[src/rtl/draw_port_arbiter_pkg.sv]
// Shared constants, state encoding and pixel helpers for the draw-port arbiter.
//   SCREEN_W/SCREEN_H : visible raster size; pixels outside it are clipped
//   COLOUR_W          : colour bits per pixel
//   X_W/Y_W           : pixel coordinate widths
package draw_port_arbiter_pkg;

  localparam int unsigned SCREEN_W = 160;
  localparam int unsigned SCREEN_H = 120;
  localparam int unsigned COLOUR_W = 3;
  localparam int unsigned X_W      = 8;
  localparam int unsigned Y_W      = 7;

  typedef enum logic [1:0] {
    IDLE = 2'd0,
    DRAW = 2'd1,
    DONE = 2'd2
  } state_e;

  // Index width for an N-entry requester vector (at least one bit).
  function automatic int unsigned idx_width(input int unsigned n);
    return (n > 1) ? $clog2(n) : 1;
  endfunction

  // True when the pixel lies inside the visible screen area.
  function automatic logic on_screen(input logic [X_W-1:0] x, input logic [Y_W-1:0] y);
    return (32'(x) < SCREEN_W) && (32'(y) < SCREEN_H);
  endfunction

endpackage

[src/rtl/draw_port_arbiter_rr_priority_picker.sv]
// Combinational round-robin picker: scans req starting at rr_ptr, wrapping
// modulo N_REQ, and reports the first set bit.
//   req          : request vector
//   rr_ptr       : index searched first
//   valid_c      : some request is set
//   win_idx_c    : winning index
//   win_onehot_c : winning index as a one-hot vector
module rr_priority_picker
  import draw_port_arbiter_pkg::*;
#(
  parameter int unsigned N_REQ = 4,
  localparam int unsigned IDX_W = idx_width(N_REQ)
) (
  input  logic [N_REQ-1:0] req,
  input  logic [IDX_W-1:0] rr_ptr,
  output logic             valid_c,
  output logic [IDX_W-1:0] win_idx_c,
  output logic [N_REQ-1:0] win_onehot_c
);

  // Candidate k is (rr_ptr + k) mod N_REQ; the first hit wins.
  always_comb begin
    int unsigned cand;
    cand         = 0;
    valid_c      = 1'b0;
    win_idx_c    = '0;
    win_onehot_c = '0;
    for (int unsigned k = 0; k < N_REQ; k++) begin
      cand = 32'(rr_ptr) + k;
      if (cand >= N_REQ) cand = cand - N_REQ;
      if (!valid_c && req[IDX_W'(cand)]) begin
        valid_c                        = 1'b1;
        win_idx_c                      = IDX_W'(cand);
        win_onehot_c[IDX_W'(cand)]     = 1'b1;
      end
    end
  end

endmodule

[src/rtl/draw_port_arbiter.sv]
// Shares the single VGA pixel-write port among N_REQ rectangle-draw
// requesters. A round-robin winner's rectangle is latched and rasterised
// x-major, one pixel per clock, then a one-cycle done pulse is returned.
//   clk, reset       : clock, asynchronous active-low reset
//   req              : per-requester level request, held until done
//   rect_x0/y0/x1/y1 : per-requester inclusive rectangle corners (slice i)
//   rect_colour      : per-requester fill colour
//   grant            : one-hot owner of the port from accept through DONE
//   done             : one-cycle completion pulse to the owner
//   vga_x/y/colour   : current pixel
//   vga_plot         : pixel write enable (off-screen pixels clipped)
//   busy             : arbiter not in IDLE
module draw_port_arbiter
  import draw_port_arbiter_pkg::*;
#(
  parameter int unsigned N_REQ = 4
) (
  input  logic                      clk,
  input  logic                      reset,
  input  logic [N_REQ-1:0]          req,
  input  logic [X_W*N_REQ-1:0]      rect_x0,
  input  logic [Y_W*N_REQ-1:0]      rect_y0,
  input  logic [X_W*N_REQ-1:0]      rect_x1,
  input  logic [Y_W*N_REQ-1:0]      rect_y1,
  input  logic [COLOUR_W*N_REQ-1:0] rect_colour,
  output logic [N_REQ-1:0]          grant,
  output logic [N_REQ-1:0]          done,
  output logic [X_W-1:0]            vga_x,
  output logic [Y_W-1:0]            vga_y,
  output logic [COLOUR_W-1:0]       vga_colour,
  output logic                      vga_plot,
  output logic                      busy
);

  localparam int unsigned IDX_W = idx_width(N_REQ);

  state_e              state_q, state_d;
  logic [IDX_W-1:0]    rr_ptr_q, rr_ptr_d;
  logic [IDX_W-1:0]    win_q, win_d;
  logic [N_REQ-1:0]    grant_q, grant_d;
  logic [N_REQ-1:0]    done_q, done_d;
  logic [X_W-1:0]      x_q, x_d;
  logic [Y_W-1:0]      y_q, y_d;
  logic [COLOUR_W-1:0] colour_q, colour_d;
  logic                plot_q, plot_d;
  logic                busy_q, busy_d;
  logic [X_W-1:0]      x0_q, x0_d;
  logic [X_W-1:0]      x1_q, x1_d;
  logic [Y_W-1:0]      y1_q, y1_d;

  logic                pick_valid_c;
  logic [IDX_W-1:0]    pick_idx_c;
  logic [N_REQ-1:0]    pick_onehot_c;

  logic [X_W-1:0]      sel_x0, sel_x1;
  logic [Y_W-1:0]      sel_y0, sel_y1;
  logic [COLOUR_W-1:0] sel_colour;

  rr_priority_picker #(
    .N_REQ (N_REQ)
  ) u_picker (
    .req          (req),
    .rr_ptr       (rr_ptr_q),
    .valid_c      (pick_valid_c),
    .win_idx_c    (pick_idx_c),
    .win_onehot_c (pick_onehot_c)
  );

  // Select the winning requester's rectangle slice.
  always_comb begin
    sel_x0     = '0;
    sel_y0     = '0;
    sel_x1     = '0;
    sel_y1     = '0;
    sel_colour = '0;
    for (int i = 0; i < N_REQ; i++) begin
      if (pick_idx_c == IDX_W'(i)) begin
        sel_x0     = rect_x0[i*X_W +: X_W];
        sel_y0     = rect_y0[i*Y_W +: Y_W];
        sel_x1     = rect_x1[i*X_W +: X_W];
        sel_y1     = rect_y1[i*Y_W +: Y_W];
        sel_colour = rect_colour[i*COLOUR_W +: COLOUR_W];
      end
    end
  end

  // Next-state and registered-output logic.
  always_comb begin
    state_d  = state_q;
    rr_ptr_d = rr_ptr_q;
    win_d    = win_q;
    grant_d  = grant_q;
    done_d   = '0;
    x_d      = x_q;
    y_d      = y_q;
    colour_d = colour_q;
    x0_d     = x0_q;
    x1_d     = x1_q;
    y1_d     = y1_q;
    plot_d   = 1'b0;
    busy_d   = 1'b0;

    unique case (state_q)
      IDLE: begin
        if (pick_valid_c) begin
          win_d    = pick_idx_c;
          grant_d  = pick_onehot_c;
          x0_d     = sel_x0;
          x1_d     = sel_x1;
          y1_d     = sel_y1;
          x_d      = sel_x0;
          y_d      = sel_y0;
          colour_d = sel_colour;
          // Empty rectangles skip straight to completion.
          if ((sel_x1 < sel_x0) || (sel_y1 < sel_y0)) begin
            state_d = DONE;
            done_d  = pick_onehot_c;
          end else begin
            state_d = DRAW;
          end
        end
      end

      DRAW: begin
        // Compare with the latched ends before stepping so 255/127 never wrap.
        if (x_q == x1_q) begin
          if (y_q == y1_q) begin
            state_d = DONE;
            done_d  = grant_q;
          end else begin
            x_d = x0_q;
            y_d = y_q + Y_W'(1);
          end
        end else begin
          x_d = x_q + X_W'(1);
        end
      end

      DONE: begin
        state_d  = IDLE;
        grant_d  = '0;
        rr_ptr_d = (win_q == IDX_W'(N_REQ - 1)) ? '0 : win_q + IDX_W'(1);
      end

      default: begin
        state_d = IDLE;
        grant_d = '0;
      end
    endcase

    // The plot flag belongs to the pixel presented in the next cycle.
    plot_d = (state_d == DRAW) && on_screen(x_d, y_d);
    busy_d = (state_d != IDLE);
  end

  // State and output registers.
  always_ff @(posedge clk or negedge reset) begin
    if (!reset) begin
      state_q  <= IDLE;
      rr_ptr_q <= '0;
      win_q    <= '0;
      grant_q  <= '0;
      done_q   <= '0;
      x_q      <= '0;
      y_q      <= '0;
      colour_q <= '0;
      plot_q   <= 1'b0;
      busy_q   <= 1'b0;
      x0_q     <= '0;
      x1_q     <= '0;
      y1_q     <= '0;
    end else begin
      state_q  <= state_d;
      rr_ptr_q <= rr_ptr_d;
      win_q    <= win_d;
      grant_q  <= grant_d;
      done_q   <= done_d;
      x_q      <= x_d;
      y_q      <= y_d;
      colour_q <= colour_d;
      plot_q   <= plot_d;
      busy_q   <= busy_d;
      x0_q     <= x0_d;
      x1_q     <= x1_d;
      y1_q     <= y1_d;
    end
  end

  assign grant      = grant_q;
  assign done       = done_q;
  assign vga_x      = x_q;
  assign vga_y      = y_q;
  assign vga_colour = colour_q;
  assign vga_plot   = plot_q;
  assign busy       = busy_q;

endmodule
[config.mk]
export PLATFORM = sky130hd
export DESIGN_NAME = draw_port_arbiter
export DESIGN_NICKNAME = d
export VERILOG_FILES = /design/src/rtl/draw_port_arbiter_pkg.sv /design/src/rtl/draw_port_arbiter_rr_priority_picker.sv /design/src/rtl/draw_port_arbiter.sv
export SDC_FILE = /design/constraint.sdc
export NUM_CORES = 1
export LEC_CHECK = 0
export ABC_AREA = 1
export CAP_MARGIN = 20
export CORE_MARGIN = 8
export CORE_UTILIZATION = 46
export CTS_CLUSTER_SIZE = 25
export DETAILED_ROUTE_END_ITERATION = 8
export PLACE_DENSITY = 0.82
export SETUP_SLACK_MARGIN = 0.05
export SLEW_MARGIN = 20
export SYNTH_ARGS = -nofsm -noshare
export SYNTH_HDL_FRONTEND = slang
export SYNTH_SLANG_ARGS = --single-unit
[constraint.sdc]
create_clock -name clk -period 4.4 [get_ports clk]
set_clock_uncertainty 0.05 [all_clocks]
set_input_delay 0.88 -clock clk [delete_from_list [all_inputs] [get_ports clk]]
set_output_delay 0.88 -clock clk [all_outputs]
set_load 0.005 [all_outputs]
==> impl_metrics.toml, run 1 <==
[status]
status = "finished clean"

[synthesis]
yosysSeqAreaShare_pct = 30.8
synth_warnings = 0
ys_ff_latch = 57
syn-num-nets = 830
synthCells = 668
synth.cell_area_mm2 = 0.00463
synth-main-ff-cell = "dfrtp_1"
avgSynthCellArea_um2 = 6.93
ys_types = 46
async_flop_share_pct = 100
synth_edf_count = 0

[placement]
finalWeightedCongestion = 0.979
numPortBuffers = 165
place_hpwl_um = 13600
placed_cells = 953
dp_slack_ps = -8.37

[routing]
postRouteWirelength_um = 16400
dr.pass1.iters = 5
avgViaCountPerCell = 5.46
num_vias = 5304
initialDrtViolationCount = 396
wl_per_cell_um = 16.9
drcViolationCount = 0
drtAntennaViolNets = 0

[timing]
layout_setup_ws_ps = 392
worstMarginPinSlew_ps = 747
fin_crit_sh_pct = 91.1
hold_viol_final = 0
fmax_ghz = 0.249
final-setup-viol-count = 0
slew_headroom_pct = 50.0
finalCriticalPeriod_ps = 4010
hold_slack_ps = 430
slew_violations = 0
rsz0062_at_grt = "false"

[worst_hold_path]
hp-class = "reg2reg"

[die]
die_area_mm2 = 0.0135
start_util_pct = 47.4
std_cell_rows = 36
die_y_um = 116
io_pins = 166
die_w_um = 116
coreArea_mm2 = 0.00977

[power_and_ir_drop]
p_per_area_mw_per_mm2 = 1010
total_power_w = 0.00665
peakVddDrop_mv = 0.582
leakage_nw = 3.09

[global_routing]
grt_pass1_wl_um = 26400
first_global_vias = 5407
grt-ovfl-total = 0
antenna_found_initial = 0
grt_max_degree = 43
grt_usage_pct = 25.0

[cts]
cts_buffers = 9
cts_hold_buf = 0
clkSlewWorstSetupHoldPaths_ps = 70
htreeDepth = 3
cts_tree = "built"
clockRootBuffer = "clkbuf_8"
clock_path_buffers = 2
clkLatencyLatePin_ps = 350
clkSinkCount = 57

[critical_path]
cp.required_ps = 4590
startpoint_type = "input pin"
end_kind = "flip-flop"
critPathArrivalTime_ps = 4190
worstSetupPathType = "in2reg"
cp_max_fo = 15

[cells_and_area]
area_delta_synth_final_pct = 42.9
final_nets = 995
layout-drive-gt1-share_pct = 8.71
antenna_cells = 0
fin_cells = 971

[job]
drv_cap = 0
==> through the flow <==
stage / instance area, µm² / setup TNS (ps) / util, %
after CTS: 6580 / 0 / 67.3
after global placement: 6380 / 0 / 65.3
after global routing: 6610 / 0 / 67.7
after floorplan: 4630 / 0 / -
final: 6610 / 0 / 67.7
after detailed placement: 6380 / -8.37 / 65.3
==> cells in the mapped netlist (4+ instances only) <==
master	instances	share of area [%]
a21o_1	4	0.65
a21oi_1	26	2.8
a221oi_1	6	1.1
a32oi_1	5	0.95
buf_2	4	0.43
buf_6	7	1.7
clkbuf_1	11	0.89
dfrtp_1	57	31
ha_1	24	6.5
inv_1	73	5.9
inv_2	5	0.41
nand2_1	228	18
nand2_2	6	0.81
nand2_4	8	1.9
nand3_1	42	4.5
nand4_1	15	2.0
nor2_1	34	2.8
o211ai_1	5	0.81
o21ai_0	36	3.9
o21ai_1	13	1.4
o22ai_1	8	1.1
or2_2	6	0.81
xnor2_1	8	1.5
==> cell usage in the layout, fill, tap and decap left out, types with 6 or more instances in the layout <==
cell,count
a21oi_1,26
buf_4,12
clkbuf_8,10
clkdlybuf4s50_1,164
dfrtp_1,56
ha_1,24
inv_1,72
nand2_1,228
nand2_2,6
nand2_4,7
nand3_1,42
nand4_1,15
nor2_1,34
o21ai_0,36
o21ai_1,13
o22ai_1,8
or2_2,6
xnor2_1,8
==> area by class of cell <==
cell class              instances  area (µm²)
repair buffers                178        1760
clock inverters                 5        55.1
inverters                      80         312
clock buffers                  11         141
multi-input cells             507        2750
fillers                       858        3160
well taps                     133         166
flip-flops and latches         57        1430
==> critical path, stage by stage <==
cell and delay (ps):
clkdlybuf4s50_1 500, nand2_4 120, nand3_1 80, nand2_2 130, inv_2 60, a21oi_1 130
nand2_1 170, nand2_8 200, inv_4 60, nand2_4 80, inv_2 110, a221oi_1 230
nand2_1 90, o21ai_0 130, inv_1 100, ha_1 310, a21oi_1 140, nor2_1 50
a211oi_1 170, nand2_1 90, nand2_2 150, nand2_1 70, nand2_1 80, nor2_1 60
==> cell families after synthesis <==
logic type / share of synthesized area, %
simple gates: 34.1
fa+ha+maj: 6.49
compound gates: 16.7
xor+xnor: 1.89
buf+inv: 10.0
flops: 30.8
==> power by group <==
| part | switching (W) | leakage [nW] | internal (W) |
|---|---|---|---|
| Clock | 0.000216 | 0.0953 | 0.000275 |
| Sequential | 0.000245 | 0.708 | 0.000802 |
| Combinational | 0.00317 | 2.28 | 0.00194 |
| Total | 0.00363 | 3.09 | 0.00302 |
==> path summary, 6_finish.rpt <==
path                       cells past startpoint       end         from  slack, ps
setup / recovery                              24  vga_plot       req[2]        390
hold / removal                                 2   x0_q[7]      x0_q[7]        430
setup reg to reg                              24  vga_plot  rr_ptr_q[1]        490
hold reg to reg                                2   x0_q[7]      x0_q[7]        430
max in group asynchronous                      2  vga_y[5]        reset       2990
min in group asynchronous                      1   done[2]        reset        500
==> state kept, by name, summed over array words and instances (netlist names) <==
| register | count |
|---|---|
| state_q | 2 |
| grant | 4 |
| x0_q | 8 |
| vga_plot | 1 |
| vga_y | 7 |
| rr_ptr_q | 2 |
| y1_q | 7 |
| vga_colour | 3 |
| done | 4 |
| x1_q | 8 |
| busy | 1 |
| win_q | 2 |
| vga_x | 8 |
==> timing repair <==
| item | CTS | global route |
|---|---|---|
| resized for setup | 0 | 4 |
| buffers inserted | 0 | 2 |
| setup endpoints to repair | 0 | 7 |
==> layer usage <==
metal  up-vias  GRT usage, %  share of wire [%]
met1      2465          30.4                 41
met2       255          40.6                 47
li1       2537             -                  -
met3        47          6.20                8.3
met5         -             0                  0
met4         0          12.2                4.0
Power figures use the tool's default switching activity.
==> run 2, diff against run 1 <==
- CORE_UTILIZATION: 46 -> 47
- PLACE_DENSITY: 0.82 -> 0.83
- SYNTH_HIERARCHICAL: default -> 1
==> impl_metrics.toml, run 2 <==
[cts]
clkLatencyLatePin_ps = 350
clkSlewWorstSetupHoldPaths_ps = 70
cts_buffers = 9
clockRootBuffer = "clkbuf_8"
clkSinkCount = 57
cts_tree = "built"
post_cts_resized = 0
post_cts_buffers = 0
clock_path_buffers = 2
cts_hold_buf = 0
htreeDepth = 3

[die]
coreArea_mm2 = 0.0101
die_y_um = 117
start_util_pct = 47.4
io_pins = 166
std_cell_rows = 37
die_area_mm2 = 0.0137
die_w_um = 117

[synthesis]
synth_common_cells = "nand2_1, inv_1, dfrtp_1"
syn-num-nets = 901
synth-main-ff-cell = "dfrtp_1"
synth_edf_count = 0
synth.area.top_cells = "dfrtp_1, nand2_1, inv_1"
yosysSeqAreaShare_pct = 29.7
synth_warnings = 6
async_flop_share_pct = 100
ys_ff_latch = 57
synth_top_cell_area_share_pct = 29.7
yosysMostFrequentCell = "nand2_1"
synthCells = 742
synth.cell_area_mm2 = 0.00480
ys_types = 42
avgSynthCellArea_um2 = 6.47
synth_top_area_cell = "dfrtp_1"

[timing]
fin_crit_sh_pct = 92.2
worstMarginPinSlew_ps = 814
final-setup-viol-count = 0
fmax_ghz = 0.246
slew_violations = 0
slew_headroom_pct = 45.6
rsz0062_at_grt = "false"
fin_setup_tns_ps = 0
hold_viol_final = 0
finalCriticalPeriod_ps = 4060

[critical_path]
startpoint_type = "input pin"
cp.required_ps = 4630
crit_buf_inv = 5
path_cells = "clkdlybuf4s50_1 > inv_1 > nand2_1 > nand3_4 > nand2_4 > nor2_2 > a21oi_1 > nand3_2 > buf_4 > nand2_4 > inv_2 > buf_4 > a221oi_1 > ha_1 > a21oi_1 > nand2_1 > nand2_1 > nand2_1 > nand2_1 > nand2_1 > o21ai_1"
cp_common_cell = "nand2_1"
worstSetupPathType = "in2reg"
crit_slowest_cell = "clkdlybuf4s50_1"
cp_max_fo = 12
critPathArrivalTime_ps = 4280
critPathMaxStageDelay_ps = 490
cp_top_family = "simple AND/OR/NAND/NOR gates"
end_kind = "flip-flop"

[global_routing]
grt_usage_pct = 23.6
first_global_vias = 5197
gr-usage-met2_pct = 36.8
grt_pass1_wl_um = 25200
use_met3_pct = 5.90
grt_max_degree = 58
grt-ovfl-total = 0
gr-usage-met1_pct = 31.1
antenna_found_initial = 0
top_usage_layer = "met2"

[routing]
avgViaCountPerCell = 5.09
dr.pass1.iters = 5
initialDrtViolationCount = 345
drtAntennaViolNets = 0
wl_per_cell_um = 15.0
postRouteWirelength_um = 15800
num_vias = 5374
drcViolationCount = 0

[cells_and_area]
fillers = 891
antenna_cells = 0
utilization_pct = 67.3
final_cell_mix = "nand2_1, clkdlybuf4s50_1, inv_1, dfrtp_1, o21ai_0"
layout-drive-gt1-share_pct = 10.7
final_nets = 1073
area_delta_synth_final_pct = 42.1
layout_commonest_cell = "nand2_1"

[placement]
numPortBuffers = 165
finalWeightedCongestion = 0.916
place_hpwl_um = 13100

[status]
status = "finished clean"

[worst_hold_path]
hp-class = "reg2reg"

[job]
drv_cap = 0
[run 2: cells by family (layout without fill, tap and decap cells)]
logic type               after synthesis  count (layout)  synth area share [%]
XOR/XNOR                               6               6                  1.09
AO/OA/AOI/OAI                        127             127                  15.5
buffers and inverters                120             297                  11.1
flip-flops                            57              57                  29.7
AND/OR/NAND/NOR                      411             411                  37.2
adder cells (fa/ha/maj)               21              21                  5.47
[run 2: per-layer routing]
| layer | vias to the layer above | routed length [µm] |
|---|---|---|
| met3 | 25 | 1120 |
| met5 | - | 0 |
| met4 | 0 | 342 |
| met1 | 2393 | 7190 |
| li1 | 2755 | - |
| met2 | 201 | 7150 |
[run 2: worst paths after layout]
kind                              from  endpoint  slack [ps]  cells past startpoint
setup / recovery                req[3]   done[0]         340                     21
hold / removal                 x0_q[4]   x0_q[4]         440                      2
setup reg to reg           rr_ptr_q[1]   done[0]         570                     21
hold reg to reg                x0_q[4]   x0_q[4]         440                      2
max in group asynchronous        reset   x1_q[7]        3190                      2
min in group asynchronous        reset  vga_y[0]         620                      2
[run 2: per-stage QoR]
| stage | instance area (µm²) | instances | worst slack, ps | hold slack [ps] |
|---|---|---|---|---|
| 5_1_grt | 6820 | 1055 | 86.8 | 460 |
| 3_3_place_gp | 6630 | 1039 | 85.3 | 411 |
| 4_1_cts | 6820 | 1055 | 311 | 436 |
| 3_5_place_dp | 6630 | 1039 | -49.0 | 419 |
| 2_1_floorplan | 4800 | 742 | 856 | 394 |
| 6_report | 6820 | 1055 | 342 | 437 |
[run 2: layout make-up]
cell class | count | area (µm²) | share of cell area, %
clock buffer | 12 | 165 | 2.42
clock inverter | 4 | 26.3 | 0.385
inverter | 94 | 358 | 5.24
multi-input combinational | 565 | 2850 | 41.8
sequential | 57 | 1430 | 20.9
tap | 136 | 170 | 2.49
timing repair buffer | 187 | 1820 | 26.7
[run 2: worst reg2reg max path: stages, from the launching register on]
cell and delay [ps]:
dfrtp_1 390, inv_1 170, ha_1 330, inv_1 130, nand3_1 90, nand2_1 80
nor2_2 80, a21oi_1 160, nand3_2 140, buf_4 180, nand2_4 90, inv_2 90
buf_4 190, a221oi_1 490, ha_1 330, a21oi_1 130, nand2_1 70, nand2_1 60
nand2_1 40, nand2_1 190, nand2_1 150, o21ai_1 140
Power of run 2 is left out: the tool's default activity adds up to more than one toggle a clock period on the data nets, which glitch-free logic cannot reach.
